`src/rtl/msi_dir_ctrl.sv`:
```
// MSI directory: round-robin L1 request grant, snoop of sharers/owner, one blocking transaction.
// Reply 2 cycles after accept (no snoop) or 1 cycle after last ack; requests stall while busy.
module msi_dir_ctrl #(
    parameter int L1_NUM = 2,
    parameter int LINE_W = 2
) (
    input  logic                          clock,
    input  logic                          reset,
    input  logic [L1_NUM-1:0][LINE_W+1:0] req_up,
    input  logic [L1_NUM-1:0]             req_up_valid,
    output logic [L1_NUM-1:0]             req_up_ready,
    output logic [L1_NUM-1:0][LINE_W+1:0] reply_up,
    output logic [L1_NUM-1:0]             reply_up_valid,
    input  logic [L1_NUM-1:0]             reply_up_ready,
    output logic [L1_NUM-1:0][LINE_W+1:0] snoop_up,
    output logic [L1_NUM-1:0]             snoop_up_valid,
    input  logic [L1_NUM-1:0]             snoop_up_ready,
    input  logic [L1_NUM-1:0][LINE_W+1:0] s_reply_up,
    input  logic [L1_NUM-1:0]             s_reply_up_valid,
    output logic [L1_NUM-1:0]             s_reply_up_ready,
    output logic                          busy,
    output logic                          proto_err
);

    localparam int LINES = 1 << LINE_W;
    localparam int ID_W  = (L1_NUM > 1) ? $clog2(L1_NUM) : 1;

    localparam logic [1:0] OP_GETS     = 2'b00;
    localparam logic [1:0] OP_GETM     = 2'b01;
    localparam logic [1:0] OP_PUTM     = 2'b10;
    localparam logic [1:0] RP_DATA_S   = 2'b00;
    localparam logic [1:0] RP_DATA_M   = 2'b01;
    localparam logic [1:0] RP_PUT_ACK  = 2'b10;
    localparam logic [1:0] RP_NACK     = 2'b11;
    localparam logic [1:0] SN_INV      = 2'b00;
    localparam logic [1:0] SN_FWD_DOWN = 2'b01;
    localparam logic [1:0] SN_FWD_INV  = 2'b10;
    localparam logic [1:0] SR_INV_ACK  = 2'b00;
    localparam logic [1:0] SR_DATA_WB  = 2'b01;

    typedef enum logic [1:0] {ST_IDLE, ST_LOOKUP, ST_SNOOP, ST_REPLY} state_t;
    typedef enum logic [1:0] {LN_I, LN_S, LN_M} line_t;

    state_t                           state_q, state_d;
    logic [ID_W-1:0]                  rr_ptr_q, rr_ptr_d;
    logic [ID_W-1:0]                  req_id_q, req_id_d;
    logic [1:0]                       req_op_q, req_op_d;
    logic [LINE_W-1:0]                req_line_q, req_line_d;
    logic [1:0]                       rep_op_q, rep_op_d;
    logic [1:0]                       snp_op_q, snp_op_d;
    logic                             dngrade_q, dngrade_d;
    logic [L1_NUM-1:0]                targets_q, targets_d;
    logic [L1_NUM-1:0]                pend_q, pend_d;
    logic [L1_NUM-1:0]                issued_q, issued_d;
    logic [L1_NUM-1:0]                acked_q, acked_d;
    logic                             proto_err_q, proto_err_d;
    line_t                            dir_st_q [LINES];
    line_t                            dir_st_d [LINES];
    logic [ID_W-1:0]                  owner_q [LINES];
    logic [ID_W-1:0]                  owner_d [LINES];
    logic [LINES-1:0][L1_NUM-1:0]     sharers_q, sharers_d;

    logic                             found;
    int                               gnt;
    int                               idx;
    line_t                            cur_st;
    logic [ID_W-1:0]                  cur_own;
    logic [L1_NUM-1:0]                req_mask;
    logic [L1_NUM-1:0]                own_mask;
    logic [L1_NUM-1:0]                tgt;
    logic [1:0]                       rep;
    logic [1:0]                       snp;
    logic [1:0]                       exp_sr;

    always_comb begin
        state_d          = state_q;
        rr_ptr_d         = rr_ptr_q;
        req_id_d         = req_id_q;
        req_op_d         = req_op_q;
        req_line_d       = req_line_q;
        rep_op_d         = rep_op_q;
        snp_op_d         = snp_op_q;
        dngrade_d        = dngrade_q;
        targets_d        = targets_q;
        pend_d           = pend_q;
        issued_d         = issued_q;
        acked_d          = acked_q;
        proto_err_d      = proto_err_q;
        dir_st_d         = dir_st_q;
        owner_d          = owner_q;
        sharers_d        = sharers_q;
        req_up_ready     = '0;
        reply_up         = '0;
        reply_up_valid   = '0;
        snoop_up         = '0;
        snoop_up_valid   = '0;
        s_reply_up_ready = '0;
        found            = 1'b0;
        gnt              = 0;
        idx              = 0;
        cur_st           = dir_st_q[req_line_q];
        cur_own          = owner_q[req_line_q];
        req_mask         = '0;
        req_mask[req_id_q] = 1'b1;
        own_mask         = '0;
        own_mask[cur_own]  = 1'b1;
        tgt              = '0;
        rep              = RP_NACK;
        snp              = SN_INV;
        exp_sr           = SR_INV_ACK;

        case (state_q)
            ST_IDLE: begin
                for (int k = 0; k < L1_NUM; k++) begin
                    idx = (int'(rr_ptr_q) + k) % L1_NUM;
                    if (!found && req_up_valid[idx]) begin
                        found = 1'b1;
                        gnt   = idx;
                    end
                end
                if (found) begin
                    req_up_ready[gnt] = 1'b1;
                    req_id_d   = ID_W'(gnt);
                    req_op_d   = req_up[gnt][LINE_W+1:LINE_W];
                    req_line_d = req_up[gnt][LINE_W-1:0];
                    rr_ptr_d   = ID_W'((gnt + 1) % L1_NUM);
                    state_d    = ST_LOOKUP;
                end
            end

            ST_LOOKUP: begin
                case (req_op_q)
                    OP_GETS: begin
                        if (cur_st != LN_M) begin
                            rep = RP_DATA_S;
                        end else if (cur_own != req_id_q) begin
                            tgt = own_mask;
                            snp = SN_FWD_DOWN;
                            rep = RP_DATA_S;
                        end
                    end
                    OP_GETM: begin
                        if (cur_st == LN_I) begin
                            rep = RP_DATA_M;
                        end else if (cur_st == LN_S) begin
                            // Requester keeps its own copy; only the other sharers are invalidated.
                            tgt = sharers_q[req_line_q] & ~req_mask;
                            rep = RP_DATA_M;
                        end else if (cur_own != req_id_q) begin
                            tgt = own_mask;
                            snp = SN_FWD_INV;
                            rep = RP_DATA_M;
                        end
                    end
                    OP_PUTM: begin
                        if (cur_st == LN_M && cur_own == req_id_q) begin
                            rep = RP_PUT_ACK;
                        end
                    end
                    default: rep = RP_NACK;
                endcase
                rep_op_d  = rep;
                snp_op_d  = snp;
                dngrade_d = (snp == SN_FWD_DOWN) && (tgt != '0);
                targets_d = tgt;
                pend_d    = tgt;
                issued_d  = '0;
                acked_d   = '0;
                state_d   = (tgt == '0) ? ST_REPLY : ST_SNOOP;
            end

            ST_SNOOP: begin
                snoop_up_valid   = pend_q;
                s_reply_up_ready = issued_q & ~acked_q;
                exp_sr = (snp_op_q == SN_INV) ? SR_INV_ACK : SR_DATA_WB;
                for (int i = 0; i < L1_NUM; i++) begin
                    snoop_up[i] = {snp_op_q, req_line_q};
                    if (pend_q[i] && snoop_up_ready[i]) begin
                        pend_d[i]   = 1'b0;
                        issued_d[i] = 1'b1;
                    end
                    // A malformed reply still closes out that target so the transaction cannot wedge.
                    if (issued_q[i] && !acked_q[i] && s_reply_up_valid[i]) begin
                        acked_d[i] = 1'b1;
                        if (s_reply_up[i][LINE_W+1:LINE_W] != exp_sr ||
                            s_reply_up[i][LINE_W-1:0] != req_line_q) begin
                            proto_err_d = 1'b1;
                        end
                    end
                end
                if (pend_d == '0 && acked_d == targets_q) begin
                    state_d = ST_REPLY;
                end
            end

            ST_REPLY: begin
                reply_up_valid[req_id_q] = 1'b1;
                reply_up[req_id_q]       = {rep_op_q, req_line_q};
                if (reply_up_ready[req_id_q]) begin
                    state_d = ST_IDLE;
                    case (rep_op_q)
                        RP_DATA_S: begin
                            dir_st_d[req_line_q]  = LN_S;
                            sharers_d[req_line_q] = sharers_q[req_line_q] | req_mask |
                                                    (dngrade_q ? own_mask : '0);
                            owner_d[req_line_q]   = '0;
                        end
                        RP_DATA_M: begin
                            dir_st_d[req_line_q]  = LN_M;
                            sharers_d[req_line_q] = req_mask;
                            owner_d[req_line_q]   = req_id_q;
                        end
                        RP_PUT_ACK: begin
                            dir_st_d[req_line_q]  = LN_I;
                            sharers_d[req_line_q] = '0;
                            owner_d[req_line_q]   = '0;
                        end
                        default: ;
                    endcase
                end
            end

            default: state_d = ST_IDLE;
        endcase
    end

    always_ff @(posedge clock) begin
        if (reset) begin
            state_q     <= ST_IDLE;
            rr_ptr_q    <= '0;
            req_id_q    <= '0;
            req_op_q    <= '0;
            req_line_q  <= '0;
            rep_op_q    <= '0;
            snp_op_q    <= '0;
            dngrade_q   <= 1'b0;
            targets_q   <= '0;
            pend_q      <= '0;
            issued_q    <= '0;
            acked_q     <= '0;
            proto_err_q <= 1'b0;
            sharers_q   <= '0;
            for (int l = 0; l < LINES; l++) begin
                dir_st_q[l] <= LN_I;
                owner_q[l]  <= '0;
            end
        end else begin
            state_q     <= state_d;
            rr_ptr_q    <= rr_ptr_d;
            req_id_q    <= req_id_d;
            req_op_q    <= req_op_d;
            req_line_q  <= req_line_d;
            rep_op_q    <= rep_op_d;
            snp_op_q    <= snp_op_d;
            dngrade_q   <= dngrade_d;
            targets_q   <= targets_d;
            pend_q      <= pend_d;
            issued_q    <= issued_d;
            acked_q     <= acked_d;
            proto_err_q <= proto_err_d;
            sharers_q   <= sharers_d;
            dir_st_q    <= dir_st_d;
            owner_q     <= owner_d;
        end
    end

    assign busy      = (state_q != ST_IDLE);
    assign proto_err = proto_err_q;

endmodule

```
`config.mk`:
```
export PLATFORM = sky130hd
export DESIGN_NAME = msi_dir_ctrl
export DESIGN_NICKNAME = d
export VERILOG_FILES = /design/src/rtl/msi_dir_ctrl.sv
export SDC_FILE = /design/constraint.sdc
export NUM_CORES = 1
export LEC_CHECK = 0
export ABC_AREA = 0
export CAP_MARGIN = 15
export CORE_AREA = 2 2 84 86
export CTS_BUF_LIST = sky130_fd_sc_hd__clkbuf_16
export CTS_CLUSTER_DIAMETER = 150
export DETAILED_ROUTE_END_ITERATION = 10
export DIE_AREA = 0 0 86 88
export SLEW_MARGIN = 5
export SYNTH_ARGS = -nofsm -noshare
export SYNTH_HDL_FRONTEND = slang
export SYNTH_SLANG_ARGS = --single-unit
```
`constraint.sdc`:
```
create_clock -name clock -period 2.5 [get_ports clock]
set_input_delay 0.75 -clock clock [delete_from_list [all_inputs] [get_ports clock]]
set_output_delay 0.75 -clock clock [all_outputs]
set_load 0.01 [all_outputs]
```
==> run summary, run 1 <==
result of the run - complete, no violations
Post-synth EDFFs - 0
die width - 86 microns
setup repair after global routing missed its margin - no
Post-Syn Instances - 320
category of the critical setup timing path - reg2out
via density per instance - 5.37
setup slack at placement - -0.394 ns
post-route antenna net violation count - 0
total detailed-routing wirelength - 6720 microns
buffer levels on the longest clock path - 2
setup ws final - 0.0752 ns
final worst path period share - 97.0%
maximum number of pins on one net before global-route repair - 22
data arrival time of the worst path - 1.67 ns
reported net switching power - 0.00118 W
proportion of power drawn by the clock network - 21.2%
number of distinct library cells after synthesis - 53
Max-Cap Viols - 0
most repeated cell in the gate-level netlist after synthesis - nor2_1
number of levels the H-tree was split into - 2
DRC Markers - 0
netlist area before placement - 0.00260 sq mm
list of most frequent post-synthesis cells - nor2_1 (50), dfxtp_1 (42), a21oi_1 (31)
Critical Path Source Type - register
antenna violations before repair - 0
# port buffers - 51
Pleak - 1.41 nW
TritonCTS clock tree - built
Layout Skew - 0.00250 ns
sequential area share after synthesis - 32.4%
area of the core - 0.00664 sq mm
Total Die Area - 0.00757 sq mm
total half-perimeter wirelength after legalization and detailed placement - 5030 microns
number of iterations in the first detailed-routing pass - 5
initial core utilization - 39.1%
utilization after layout - 51.7%
number of failing hold endpoints at the final stage - 0
layout overhead on the synthesized area - 32.3%
sequential share of power - 31.0%
Inserted Diodes - 0
root buf cell - clkbuf_16
Final Slew Violations - 0
mean post-synth cell area - 8.11 sq um
proportion of synthesized flip-flops having asynchronous set or reset - 0%
cell row count - 30
transition time at the pin with the least slew margin - 0.522 ns
Relative slew margins - 65.1%
overflow left after global routing - 0
maximum clock frequency - 0.412 GHz
number of nets produced by synthesis - 357
vias - 2472
Clk pin slew, worst setup/hold paths - 0.06 ns
Net Sw Frac - 40.7%
number of nets in the layout - 416
cells taking the most area after synthesis - dfxtp_1 (32%), nor2_1 (7.2%), a21oi_1 (6.0%)
Synth area leader - dfxtp_1
element type at the critical path end - output pin
mean routed wirelength per cell - 14.6 microns
routability congestion estimate - 0.865
Yosys reg bits - 42
Worst IR Drop VDD - 0.407 mV
path class of the lowest-slack min-delay path - reg2reg
TritonCTS Buffers - 5
I/O pin count - 52
post-layout min period - 2.42 ns
internal power consumption - 0.00172 W
worst hold-check slack - 0.444 ns
vias in the first global route - 2314
Clock Latency Late Sink - 0.28 ns
Power per Cell Area - 846 mW/mm^2
worst-path maximum fanout - 9
part of the power in combinational logic - 47.7%
height of the die - 88 microns
share of cells above drive strength 1 - 13.2%
# clock sinks - 42
drt first-iter violations - 112
cts hold-fix bufs - 0
proportion of netlist area held by the largest area contributor - 32.4%
global-route wire length before repair - 11100 microns
gr usage total - 18.2%
warning count from the yosys run - 0
most used flip-flop cell after synthesis - dfxtp_1
worst path required time - 1.75 ns
final count of negative-setup-slack endpoints - 0
final timing paths:
check                                   start      endpoint  slack [ns]  cells past startpoint
worst min register to register      proto_err     proto_err        0.44                      2
worst max-delay path               state_q[1]   reply_up[4]        0.08                      4
worst min-delay path                proto_err     proto_err        0.44                      2
worst max register to register  req_line_q[0]  sharers_q[1]        0.39                      6
cell families (layout without fill, tap and decap cells):
family | after synthesis | count (layout) | share of synthesized area, %
AND/OR/NAND/NOR | 125 | 125 | 24.8
AO/OA/AOI/OAI | 87 | 87 | 21.8
flip-flops | 42 | 42 | 32.4
buffers and inverters | 36 | 96 | 6.17
adder cells (fa/ha/maj) | 11 | 11 | 5.30
multiplexers | 10 | 10 | 6.55
XOR/XNOR | 9 | 9 | 3.04
worst max-delay path, cell delays in order, from the launching register on:
cell	delay, ns
dfxtp_2	0.36
ha_2	0.19
buf_4	0.14
and3_1	0.16
clkdlybuf4s50_1	0.54
area by class of cell:
type                    instances  area (sq um)
repair buffers                 71           679
fillers                       625          3210
inverters                      17          63.8
flip-flops and latches         42           845
well taps                      80           100
clock inverters                 3          12.5
multi-input cells             242          1610
clock buffers                   5           125
layout by cell type, fill, tap and decap left out, types with 3 or more instances in the layout:
master	count
nor2_1	50
dfxtp_1	39
clkdlybuf4s50_1	35
a21oi_1	31
nand2_1	20
buf_4	20
o21ai_0	19
inv_1	17
nor3_1	13
and2_1	11
ha_1	10
a211oi_1	9
dlymetal6s2s_1	9
xor2_1	6
mux2i_1	5
clkbuf_16	5
dlygate4sd2_1	5
and3_1	4
nand2b_1	4
nand3_1	4
mux4_2	3
nor3b_1	3
a32oi_1	3
xnor2_1	3
a31oi_1	3
dfxtp_2	3
timing repair:
| item | CTS | global route |
|---|---|---|
| endpoints found under the setup margin | 19 | 13 |
| setup buffers | 1 | 1 |
| resized for setup | 17 | 11 |
| pin swaps | 2 | 0 |
power by group through the flow:
stage / Combinational [W] / Clock [W] / Sequential [W]
2_1_floorplan: 0.000960 / 0 / 0.000848
3_3_place_gp: 0.00136 / 0 / 0.000909
3_5_place_dp: 0.00136 / 0 / 0.000910
4_1_cts: 0.00138 / 0.000629 / 0.000904
5_1_grt: 0.00153 / 0.000656 / 0.000920
6_report: 0.00139 / 0.000617 / 0.000902
stage by stage:
step           instance area [sq um]  instances  total power, W  TNS, ns
5_1_grt                         3430        460         0.00311        0
6_report                        3430        460         0.00290        0
3_5_place_dp                    3250        450         0.00227   -0.665
3_3_place_gp                    3250        450         0.00227   -0.643
4_1_cts                         3400        459         0.00291        0
2_1_floorplan                   2600        320         0.00181        0
registers in the layout, indices dropped and copies added (netlist names):
| signal | count |
|---|---|
| targets_q | 2 |
| rr_ptr_q | 1 |
| owner_q | 4 |
| req_line_q | 2 |
| pend_q | 2 |
| dngrade_q | 1 |
| state_q | 2 |
| acked_q | 2 |
| dir_st_q | 8 |
| rep_op_q | 2 |
| issued_q | 2 |
| req_id_q | 1 |
| sharers_q | 8 |
| req_op_q | 2 |
| snp_op_q | 2 |
| proto_err | 1 |
per-layer routing:
metal / up-vias / part of all wire (%) / GRT usage [%]
met5: - / 0 / 0
met1: 1150 / 47 / 25.0
li1: 1252 / - / -
met4: 0 / 0.98 / 3.90
met2: 61 / 48 / 30.4
met3: 9 / 4.4 / 2.92
(Power assumes the default switching activity.)
==> inputs of run 2 (changes only) <==
--- a/config.mk
+++ b/config.mk
@@ -6,12 +6,14 @@
 export NUM_CORES = 1
 export LEC_CHECK = 0
 export ABC_AREA = 0
+export ABC_CLOCK_PERIOD_IN_PS = 2500
 export CAP_MARGIN = 15
 export CORE_AREA = 2 2 84 86
 export CTS_BUF_LIST = sky130_fd_sc_hd__clkbuf_16
 export CTS_CLUSTER_DIAMETER = 150
 export DETAILED_ROUTE_END_ITERATION = 10
 export DIE_AREA = 0 0 86 88
+export RECOVER_POWER = 100
 export SLEW_MARGIN = 5
 export SYNTH_ARGS = -nofsm -noshare
 export SYNTH_HDL_FRONTEND = slang
==> run summary, run 2 (synthesis gave the netlist of run 1 again) <==
result of the run - complete, no violations
cell row count - 30
Relative slew margins - 34.7%
vias in the first global route - 2314
Clock Latency Late Sink - 0.28 ns
registers with the most flip-flops - dir_st_q (8), sharers_q (8), owner_q (4)
worst-path maximum fanout - 9
share of cells above drive strength 1 - 11.3%
post-layout min period - 2.43 ns
post-route antenna net violation count - 0
root buf cell - clkbuf_16
Max-Cap Viols - 0
data arrival time of the worst path - 1.68 ns
number of levels the H-tree was split into - 2
maximum clock frequency - 0.412 GHz
# clock sinks - 42
Critical Path Source Type - register
via density per instance - 5.43
leading cell type in the layout, fill and taps excluded - nor2_1
setup tns final - 0 ns
overflow left after global routing - 0
Layout Skew - 0.00236 ns
total half-perimeter wirelength after legalization and detailed placement - 5030 microns
number of iterations in the first detailed-routing pass - 4
buffer levels on the longest clock path - 2
Total Die Area - 0.00757 sq mm
Worst R2R Path Depth - 6
Final Slew Violations - 0
gr usage total - 18.2%
number of failing hold endpoints at the final stage - 0
final-layout fill cell count - 637
final count of negative-setup-slack endpoints - 0
path class of the lowest-slack min-delay path - reg2reg
final worst path period share - 97.1%
height of the die - 88 microns
final std cell area, no fill - 0.00339 sq mm
DRC Markers - 0
Pleak - 1.26 nW
area of the core - 0.00664 sq mm
most frequent cells in the layout - nor2_1 (50), dfxtp_1 (39), a21oi_1 (31), clkdlybuf4s50_1 (31), nand2_1 (20)
category of the critical setup timing path - reg2out
TritonCTS Buffers - 5
global-route wire length before repair - 11100 microns
element type at the critical path end - output pin
startpoint of the worst hold path - proto_err
Reg-to-Reg Start - req_line_q[0]
cell depth of the worst hold path - 2
antenna violations before repair - 0
transition time at the pin with the least slew margin - 0.980 ns
Clk pin slew, worst setup/hold paths - 0.06 ns
total detailed-routing wirelength - 6700 microns
setup repair after global routing missed its margin - no
# port buffers - 51
reg-to-reg critical path endpoint - sharers_q[1]
Inserted Diodes - 0
TritonCTS clock tree - built
vias - 2496
total placed instance area - 0.00325 sq mm
routability congestion estimate - 0.865
setup slack, reg-to-reg - 0.33 ns
number of nets in the layout - 416
I/O pin count - 52
capture endpoint of the worst hold path - proto_err
initial core utilization - 39.1%
drt first-iter violations - 97
mean routed wirelength per cell - 14.6 microns
maximum number of pins on one net before global-route repair - 22
Power per Cell Area - 851 mW/mm^2
layout overhead on the synthesized area - 30.7%
worst path required time - 1.75 ns
Worst IR Drop VDD - 0.406 mV
die width - 86 microns
[run 2: cell types whose count changed in the layout (fill, tap and decap cells not counted)]
cell,previous run,this run
dlymetal6s2s_1,9,2
and2_1,11,10
clkdlybuf4s25_1,0,8
clkbuf_1,0,4
and2_0,0,1
clkdlybuf4s15_2,2,0
nor3b_2,1,0
dlygate4sd3_1,0,4
clkdlybuf4s50_1,35,31
dlygate4sd2_1,5,6
nor3b_1,3,4
buf_4,20,16
[run 2: layout make-up]
class                      count  area [sq um]  share of cell area [%]
multi-input combinational    242          1600                    47.3
tap                           80           100                    2.95
timing repair buffer          71           643                    19.0
clock buffer                   5           125                    3.69
inverter                      17          63.8                    1.88
clock inverter                 3          12.5                   0.369
sequential                    42           845                    24.9
[run 2: worst max-delay path by stage]
| stage | start | endpoint | slack (ns) | cells after the start |
|---|---|---|---|---|
| global placement | req_up_valid[0] | req_up_ready[0] | -0.38 | 5 |
| finish | state_q[1] | reply_up[4] | 0.07 | 4 |
| global route | state_q[1] | reply_up[2] | 0.009 | 4 |
| detailed placement | req_up_valid[0] | req_up_ready[0] | -0.39 | 5 |
| floorplan | req_up_valid[0] | req_up_ready[0] | 0.37 | 3 |
| CTS | state_q[0] | snoop_up[0] | 0.007 | 5 |
[run 2: report_power, final]
part | leakage [nW] | internal [W] | switching [W]
clock | 0.0724 | 0.000361 | 0.000254
sequential | 0.342 | 0.000769 | 0.000133
combinational | 0.851 | 0.000582 | 0.000788
total | 1.26 | 0.00171 | 0.00118
[run 2: metal layers]
layer | vias up | GRT usage, % | wire length (microns)
met5 | - | 0 | 0
met4 | 0 | 3.90 | 66
met3 | 9 | 2.92 | 245
met2 | 55 | 30.4 | 3250
met1 | 1177 | 25.0 | 3130
li1 | 1255 | - | -
[run 2: metrics by stage]
| step | std cells | hold slack [ns] | total power (W) | setup slack, ns | utilization, % |
|---|---|---|---|---|---|
| 2_1_floorplan | 320 | 0.443 | 0.00181 | 0.370 | - |
| 3_3_place_gp | 450 | 0.437 | 0.00227 | -0.383 | 48.9 |
| 3_5_place_dp | 450 | 0.444 | 0.00227 | -0.394 | 48.9 |
| 4_1_cts | 459 | 0.452 | 0.00291 | 0.00661 | 51.2 |
| 5_1_grt | 460 | 0.458 | 0.00309 | 0.00895 | 51.1 |
| 6_report | 460 | 0.442 | 0.00289 | 0.0723 | 51.1 |
[run 2: timing repair]
item                       CTS  global route
resized for setup           17            11
pin swaps                    2             0
setup endpoints to repair   19            13
hold buffers                 0             0
gates cloned                 0             0
setup buffers                1             1
[run 2: critical path, cell delays in order (launching register included)]
cell and delay, ns:
dfxtp_2 0.36, ha_2 0.19, buf_4 0.15, and3_1 0.17, clkdlybuf4s50_1 0.54
